<file path="src/rtl/i2c_txn_sequencer.sv">
// i2c_txn_sequencer
//   Expands one arbiter instruction into the byte-engine command sequence of a
//   register-pointer transaction on the temperature sensor, then reports the
//   read data or error back toward the UART side.
//
// Ports
//   clk, reset        clock, asynchronous active-low reset
//   valid_instr[1:0]  00 none, 01 queued, 11 default poll (sampled in CAPTURE)
//   i2c_mode[7:0]     transaction mode, only [2:0] decoded
//   i2c_address[7:0]  sensor register pointer
//   i2c_data[15:0]    write data, high byte first
//   i2c_ready         one-cycle offer to the arbiter (it pops on every ready)
//   cmd_valid/op/byte command request to the byte engine, held until cmd_done
//   cmd_done/nack     engine completion pulse, NACK qualifier for WRITEs
//   rx_byte[7:0]      read byte, valid with cmd_done on READs
//   result_*          one-cycle result pulse with held data/default/error
//   busy              high outside IDLE/GAP
module i2c_txn_sequencer #(
    parameter logic [6:0] DEV_ADDR = 7'h48,
    parameter int         POLL_GAP = 1000
) (
    input  logic        clk,
    input  logic        reset,
    input  logic [1:0]  valid_instr,
    input  logic [7:0]  i2c_mode,
    input  logic [7:0]  i2c_address,
    input  logic [15:0] i2c_data,
    output logic        i2c_ready,
    output logic        cmd_valid,
    output logic [2:0]  cmd_op,
    output logic [7:0]  cmd_byte,
    input  logic        cmd_done,
    input  logic        cmd_nack,
    input  logic [7:0]  rx_byte,
    output logic        result_valid,
    output logic [15:0] result_data,
    output logic        result_default,
    output logic        result_error,
    output logic        busy
);

    localparam logic [2:0] OP_START     = 3'd0;
    localparam logic [2:0] OP_RESTART   = 3'd1;
    localparam logic [2:0] OP_WRITE     = 3'd2;
    localparam logic [2:0] OP_READ_ACK  = 3'd3;
    localparam logic [2:0] OP_READ_NACK = 3'd4;
    localparam logic [2:0] OP_STOP      = 3'd5;

    localparam bit         HAS_GAP  = (POLL_GAP > 0);
    localparam logic [15:0] GAP_LAST = (POLL_GAP > 0) ? 16'(POLL_GAP - 1) : 16'd0;

    typedef enum logic [2:0] {
        ST_IDLE, ST_CAPTURE, ST_NEXT, ST_CMD, ST_REPORT, ST_GAP
    } state_t;

    // Position in the command sequence; SQ_DONE means "report now".
    typedef enum logic [3:0] {
        SQ_START, SQ_DEVW, SQ_PTR, SQ_WD_HI, SQ_WD_LO, SQ_RSTART,
        SQ_DEVR, SQ_RD_HI, SQ_RD_LO, SQ_STOP, SQ_DONE
    } step_t;

    state_t      state;
    step_t       step;
    step_t       after_step;
    logic [2:0]  mode_q;
    logic [7:0]  addr_q;
    logic [15:0] data_q;
    logic [15:0] rd_q;
    logic [15:0] gap_cnt;
    logic        is_default;
    logic        err_q;
    logic [2:0]  nxt_op;
    logic [7:0]  nxt_byte;
    logic        mode_illegal;
    logic        unused_mode_hi;

    assign unused_mode_hi = ^i2c_mode[7:3];
    assign mode_illegal   = (i2c_mode[2:0] > 3'b100);

    // Command presented for the current step.
    always_comb begin
        nxt_op   = OP_STOP;
        nxt_byte = 8'h00;
        case (step)
            SQ_START:  nxt_op = OP_START;
            SQ_DEVW:   begin nxt_op = OP_WRITE; nxt_byte = {DEV_ADDR, 1'b0}; end
            SQ_PTR:    begin nxt_op = OP_WRITE; nxt_byte = addr_q; end
            SQ_WD_HI:  begin nxt_op = OP_WRITE; nxt_byte = data_q[15:8]; end
            SQ_WD_LO:  begin nxt_op = OP_WRITE; nxt_byte = data_q[7:0]; end
            SQ_RSTART: nxt_op = OP_RESTART;
            SQ_DEVR:   begin nxt_op = OP_WRITE; nxt_byte = {DEV_ADDR, 1'b1}; end
            SQ_RD_HI:  nxt_op = OP_READ_ACK;
            SQ_RD_LO:  nxt_op = OP_READ_NACK;
            default:   nxt_op = OP_STOP;
        endcase
    end

    // Successor step on a clean (ACKed) completion.
    always_comb begin
        after_step = SQ_DONE;
        case (step)
            SQ_START:  after_step = SQ_DEVW;
            SQ_DEVW:   after_step = SQ_PTR;
            SQ_PTR: begin
                case (mode_q)
                    3'b001, 3'b010: after_step = SQ_RSTART;
                    3'b011:         after_step = SQ_WD_LO;
                    3'b100:         after_step = SQ_WD_HI;
                    default:        after_step = SQ_STOP;
                endcase
            end
            SQ_WD_HI:  after_step = SQ_WD_LO;
            SQ_WD_LO:  after_step = SQ_STOP;
            SQ_RSTART: after_step = SQ_DEVR;
            SQ_DEVR:   after_step = (mode_q == 3'b001) ? SQ_RD_HI : SQ_RD_LO;
            SQ_RD_HI:  after_step = SQ_RD_LO;
            SQ_RD_LO:  after_step = SQ_STOP;
            default:   after_step = SQ_DONE;
        endcase
    end

    always_ff @(posedge clk or negedge reset) begin
        if (!reset) begin
            state          <= ST_IDLE;
            step           <= SQ_START;
            mode_q         <= 3'd0;
            addr_q         <= 8'h00;
            data_q         <= 16'h0000;
            rd_q           <= 16'h0000;
            gap_cnt        <= 16'h0000;
            is_default     <= 1'b0;
            err_q          <= 1'b0;
            i2c_ready      <= 1'b0;
            cmd_valid      <= 1'b0;
            cmd_op         <= 3'd0;
            cmd_byte       <= 8'h00;
            result_valid   <= 1'b0;
            result_data    <= 16'h0000;
            result_default <= 1'b0;
            result_error   <= 1'b0;
            busy           <= 1'b0;
        end else begin
            result_valid <= 1'b0;
            case (state)
                ST_IDLE: begin
                    // Every entry into IDLE already raised ready; only the
                    // first cycle after reset arrives here with it low.
                    if (i2c_ready) begin
                        i2c_ready <= 1'b0;
                        busy      <= 1'b1;
                        state     <= ST_CAPTURE;
                    end else begin
                        i2c_ready <= 1'b1;
                    end
                end
                ST_CAPTURE: begin
                    if (valid_instr == 2'b00) begin
                        i2c_ready <= 1'b1;
                        busy      <= 1'b0;
                        state     <= ST_IDLE;
                    end else begin
                        mode_q     <= i2c_mode[2:0];
                        addr_q     <= i2c_address;
                        data_q     <= i2c_data;
                        is_default <= valid_instr[1];
                        err_q      <= mode_illegal;
                        rd_q       <= 16'h0000;
                        step       <= mode_illegal ? SQ_DONE : SQ_START;
                        state      <= ST_NEXT;
                    end
                end
                ST_NEXT: begin
                    // Bubble cycle between commands; also the report launch.
                    if (step == SQ_DONE) begin
                        result_valid   <= 1'b1;
                        result_data    <= err_q ? 16'h0000 : rd_q;
                        result_default <= is_default;
                        result_error   <= err_q;
                        state          <= ST_REPORT;
                    end else begin
                        cmd_valid <= 1'b1;
                        cmd_op    <= nxt_op;
                        cmd_byte  <= nxt_byte;
                        state     <= ST_CMD;
                    end
                end
                ST_CMD: begin
                    if (cmd_done) begin
                        cmd_valid <= 1'b0;
                        if (step == SQ_RD_HI) rd_q[15:8] <= rx_byte;
                        if (step == SQ_RD_LO) rd_q[7:0]  <= rx_byte;
                        // A NACKed write abandons the rest but still closes the bus.
                        if (cmd_op == OP_WRITE && cmd_nack) begin
                            err_q <= 1'b1;
                            step  <= SQ_STOP;
                        end else begin
                            step <= after_step;
                        end
                        state <= ST_NEXT;
                    end
                end
                ST_REPORT: begin
                    busy <= 1'b0;
                    if (is_default && HAS_GAP) begin
                        gap_cnt <= 16'h0000;
                        state   <= ST_GAP;
                    end else begin
                        i2c_ready <= 1'b1;
                        state     <= ST_IDLE;
                    end
                end
                ST_GAP: begin
                    if (gap_cnt == GAP_LAST) begin
                        gap_cnt   <= 16'h0000;
                        i2c_ready <= 1'b1;
                        state     <= ST_IDLE;
                    end else begin
                        gap_cnt <= gap_cnt + 16'd1;
                    end
                end
                default: state <= ST_IDLE;
            endcase
        end
    end

endmodule

</file>
<file path="config.mk">
export PLATFORM = sky130hd
export DESIGN_NAME = i2c_txn_sequencer
export DESIGN_NICKNAME = d
export VERILOG_FILES = /design/src/rtl/i2c_txn_sequencer.sv
export SDC_FILE = /design/constraint.sdc
export NUM_CORES = 1
export LEC_CHECK = 0
export BUFFER_PORTS_ARGS = -buffer_cell sky130_fd_sc_hd__buf_2
export CAP_MARGIN = 0
export CELL_PAD_IN_SITES_DETAIL_PLACEMENT = 1
export CELL_PAD_IN_SITES_GLOBAL_PLACEMENT = 1
export CORE_MARGIN = 2
export CORE_UTILIZATION = 28
export DETAILED_ROUTE_END_ITERATION = 10
export HOLD_SLACK_MARGIN = 0.02
export PLACE_DENSITY = 0.63
export RECOVER_POWER = 100
export SLEW_MARGIN = 20
export SYNTH_ARGS = -nofsm -noshare
export SYNTH_HDL_FRONTEND = slang
export SYNTH_SLANG_ARGS = --single-unit
</file>
<file path="constraint.sdc">
create_clock -name clk -period 2.8 [get_ports clk]
set_input_delay 0.42 -clock clk [delete_from_list [all_inputs] [get_ports clk]]
set_output_delay 0.42 -clock clk [all_outputs]
set_load 0.005 [all_outputs]
</file>
==> results.cfg <==
[global_routing]
track_usage_pct = 13.9
first_global_vias = 3864
grt_max_degree = 68
overflow = 0
antenna_found_initial = 0
grt_pass1_wl_mm = 19.9

[worst_setup_path]
worstPathRequired_ps = 3040
r2r-start = state[1]$_DFFE_PN0P_
start_kind = flip-flop
cpPeakStageDelay_ps = 730
cp-end-kind = flip-flop
crit_arrival_ps = 2680
cp_cell_sequence = clkbuf_1 > o311ai_2 > buf_4 > a21oi_2 > mux2_2
criticalPathCategory = reg -> reg
reg2reg_to = rd_q[6]$_DFFE_PN0P_
r2r.worst_path.cells = 5
reg2reg_slack_ps = 360
cp_max_fo = 22
critPathSlowestCell = clkbuf_1

[job]
maxCapViolCount = 1

[drt]
post-route-drc-count = 0
drt_iter0_drc = 207
dr.pass1.iters = 4
vias_per_cell = 4.85
vias = 3627
postRouteAntennaNets = 0
wire_per_inst_um = 15.6
postRouteWirelength_mm = 11.6

[clocking]
hold_buffers = 1
worst_skew_pair.late_latency_ps = 350
cts_tree = built
root_buffer = clkbuf_16
cts_sinks = 101
cts_resized = 0
cts_max_level = 3
cts_setup_buffers = 0
cts_made_buffers = 9
clk_pin_slew_ps = 70
cts_buffer_depth = 2

[layout]
final_net_count = 570
fillCellCount = 1924
antenna_cells = 0
drive_gt1_share_pct = 22.5
regArea_um2 = 2530
stdcell_count = 748
multi_input_area_um2 = 2070
area_growth_pct = 19.0
final_util_pct = 34.1

[pwr]
vdd_drop_max_mv = 0.398
p_leak_nw = 2.47
powerDensity_nw_per_um2 = 991

[sta]
rsz0062_at_grt = false
final-max-slew-violation-count = 35
min_period_ps = 2440
max_slew_margin_pct = -33.5
finalCritPeriodShare_pct = 87.2
max_freq_ghz = 0.410
finalSetupTns_ps = 0
finClkSkew_ps = 7.57
worst_pin_slew_ps = 2000
finalSetupViolations = 0
hold_violations = 0

[die]
start_util_pct = 28.6
core_um2 = 16600
ios = 79
dieArea_um2 = 18000
fp.dieH_um = 134
dieWidth_um = 134
row_count = 47

[yosys]
yosysTopAreaCell = dfrtp_1
ys_seq_area_share_pct = 53.3
ys_types = 53
synth_area_leaders = dfrtp_1 53%, mux2_2 8.8%, nand2_1 4.4%, nand2b_1 2.9%, a21oi_1 2.7%
synth.most_common_cell = dfrtp_1
synth.top_cells.by_count = 101 x dfrtp_1, 55 x nand2_1, 37 x mux2_2
synth_nets = 500
syn_area_um2 = 4750
postSynthCellCount = 453
synth_flop_cell = dfrtp_1
synth_seq_cells = 101
synth-edff-count = 0
avgSynthCellArea_um2 = 10.5
yosys_warnings = 0
synthArstFlopShare_pct = 100
synth_top_area_share_pct = 53.3

[min_path]
hold_depth = 3
min_path_type = in -> reg
min_from = i2c_data[12]
hold_end = data_q[12]$_DFFE_PN0P_

[placed_design]
dp.cells = 731
gp_congestion = 0.763
portBuffers = 73
hpwl_mm = 8.28

[run_status]
outcome = finished, violations left
violations = capacitance limit, slew limit
==> power by group <==
part	switching [W]	leakage (nW)	internal, W
Clock	0.000601	0.143	0.000644
Sequential	0.000425	1.30	0.00194
Combinational	0.00103	1.02	0.000956
Total	0.00206	2.47	0.00354
==> kinds of logic (layout without fill, tap and decap cells) <==
logic type	Yosys count	after routing	synth area share, %
simple gates	154	154	17.2
compound gates	111	111	14.6
flops	101	101	53.3
mux	46	46	10.8
buf+inv	35	110	2.95
xor+xnor	4	4	0.738
fa+ha+maj	2	2	0.475
==> layer usage <==
metal	wire length (um)	GRT usage, %
met5	0	0
met4	136	4.62
met3	519	3.70
met2	5590	22.6
met1	5400	17.9
==> state kept, by name, indices dropped and copies added, names as in the netlist <==
name,flops
is_default,1
i2c_ready,1
state,3
result_default,1
result_error,1
err_q,1
cmd_valid,1
data_q,16
rd_q,16
step,4
busy,1
result_valid,1
gap_cnt,16
mode_q,3
cmd_op,3
cmd_byte,8
result_data,16
addr_q,8
==> critical path, delay by kind of cell (launching register included) <==
| kind | cells | cell delay [ps] |
|---|---|---|
| flops | 1 | 350 |
| buf+inv | 2 | 940 |
| mux | 1 | 400 |
| compound gates | 2 | 640 |
==> cell type report <==
| type | instances | area share [%] |
|---|---|---|
| clock inverters | 6 | 0.930 |
| flip-flops and latches | 101 | 44.7 |
| repair buffers | 83 | 7.75 |
| clock buffers | 10 | 4.23 |
| multi-input cells | 317 | 36.7 |
| well taps | 220 | 4.87 |
| inverters | 11 | 0.731 |
==> layout by cell type (no fill, tap or decap), types with 7 or more instances in the layout <==
| cell | netlist | routed |
|---|---|---|
| dfrtp_1 | 101 | 101 |
| nand2_1 | 55 | 55 |
| buf_2 | 7 | 52 |
| o21ai_0 | 25 | 41 |
| mux2_2 | 37 | 37 |
| a21oi_1 | 26 | 26 |
| nand2b_1 | 22 | 22 |
| clkbuf_1 | 14 | 22 |
| nor2_1 | 18 | 18 |
| inv_1 | 11 | 11 |
| nand3_1 | 11 | 11 |
| nor3_1 | 11 | 11 |
| and3_1 | 10 | 10 |
| clkbuf_16 | 0 | 9 |
| a22o_1 | 7 | 7 |
| a22oi_1 | 7 | 7 |
==> how the worst max path moves through the flow <==
stage	startpoint	endpoint	slack, ps
after floorplan	gap_cnt[3]$_DFFE_PN0P_	i2c_ready$_DFFE_PN0P_	710
after CTS	gap_cnt[3]$_DFFE_PN0P_	i2c_ready$_DFFE_PN0P_	480
after global placement	gap_cnt[3]$_DFFE_PN0P_	gap_cnt[11]$_DFFE_PN0P_	530
final	state[1]$_DFFE_PN0P_	rd_q[6]$_DFFE_PN0P_	360
after detailed placement	gap_cnt[3]$_DFFE_PN0P_	gap_cnt[11]$_DFFE_PN0P_	480
after global routing	reset	mode_q[2]$_DFFE_PN0P_	150
==> per-stage QoR <==
step | area (um^2) | hold slack, ps | setup WS, ps | power [W]
after floorplan | 4750 | 124 | 713 | 0.00374
after global placement | 5380 | 401 | 533 | 0.00436
after detailed placement | 5380 | 408 | 482 | 0.00446
after CTS | 5680 | 257 | 482 | 0.00574
after global routing | 5650 | 275 | 146 | 0.00606
final | 5650 | 271 | 360 | 0.00560
No activity file was read; power rests on OpenSTA's default activity.
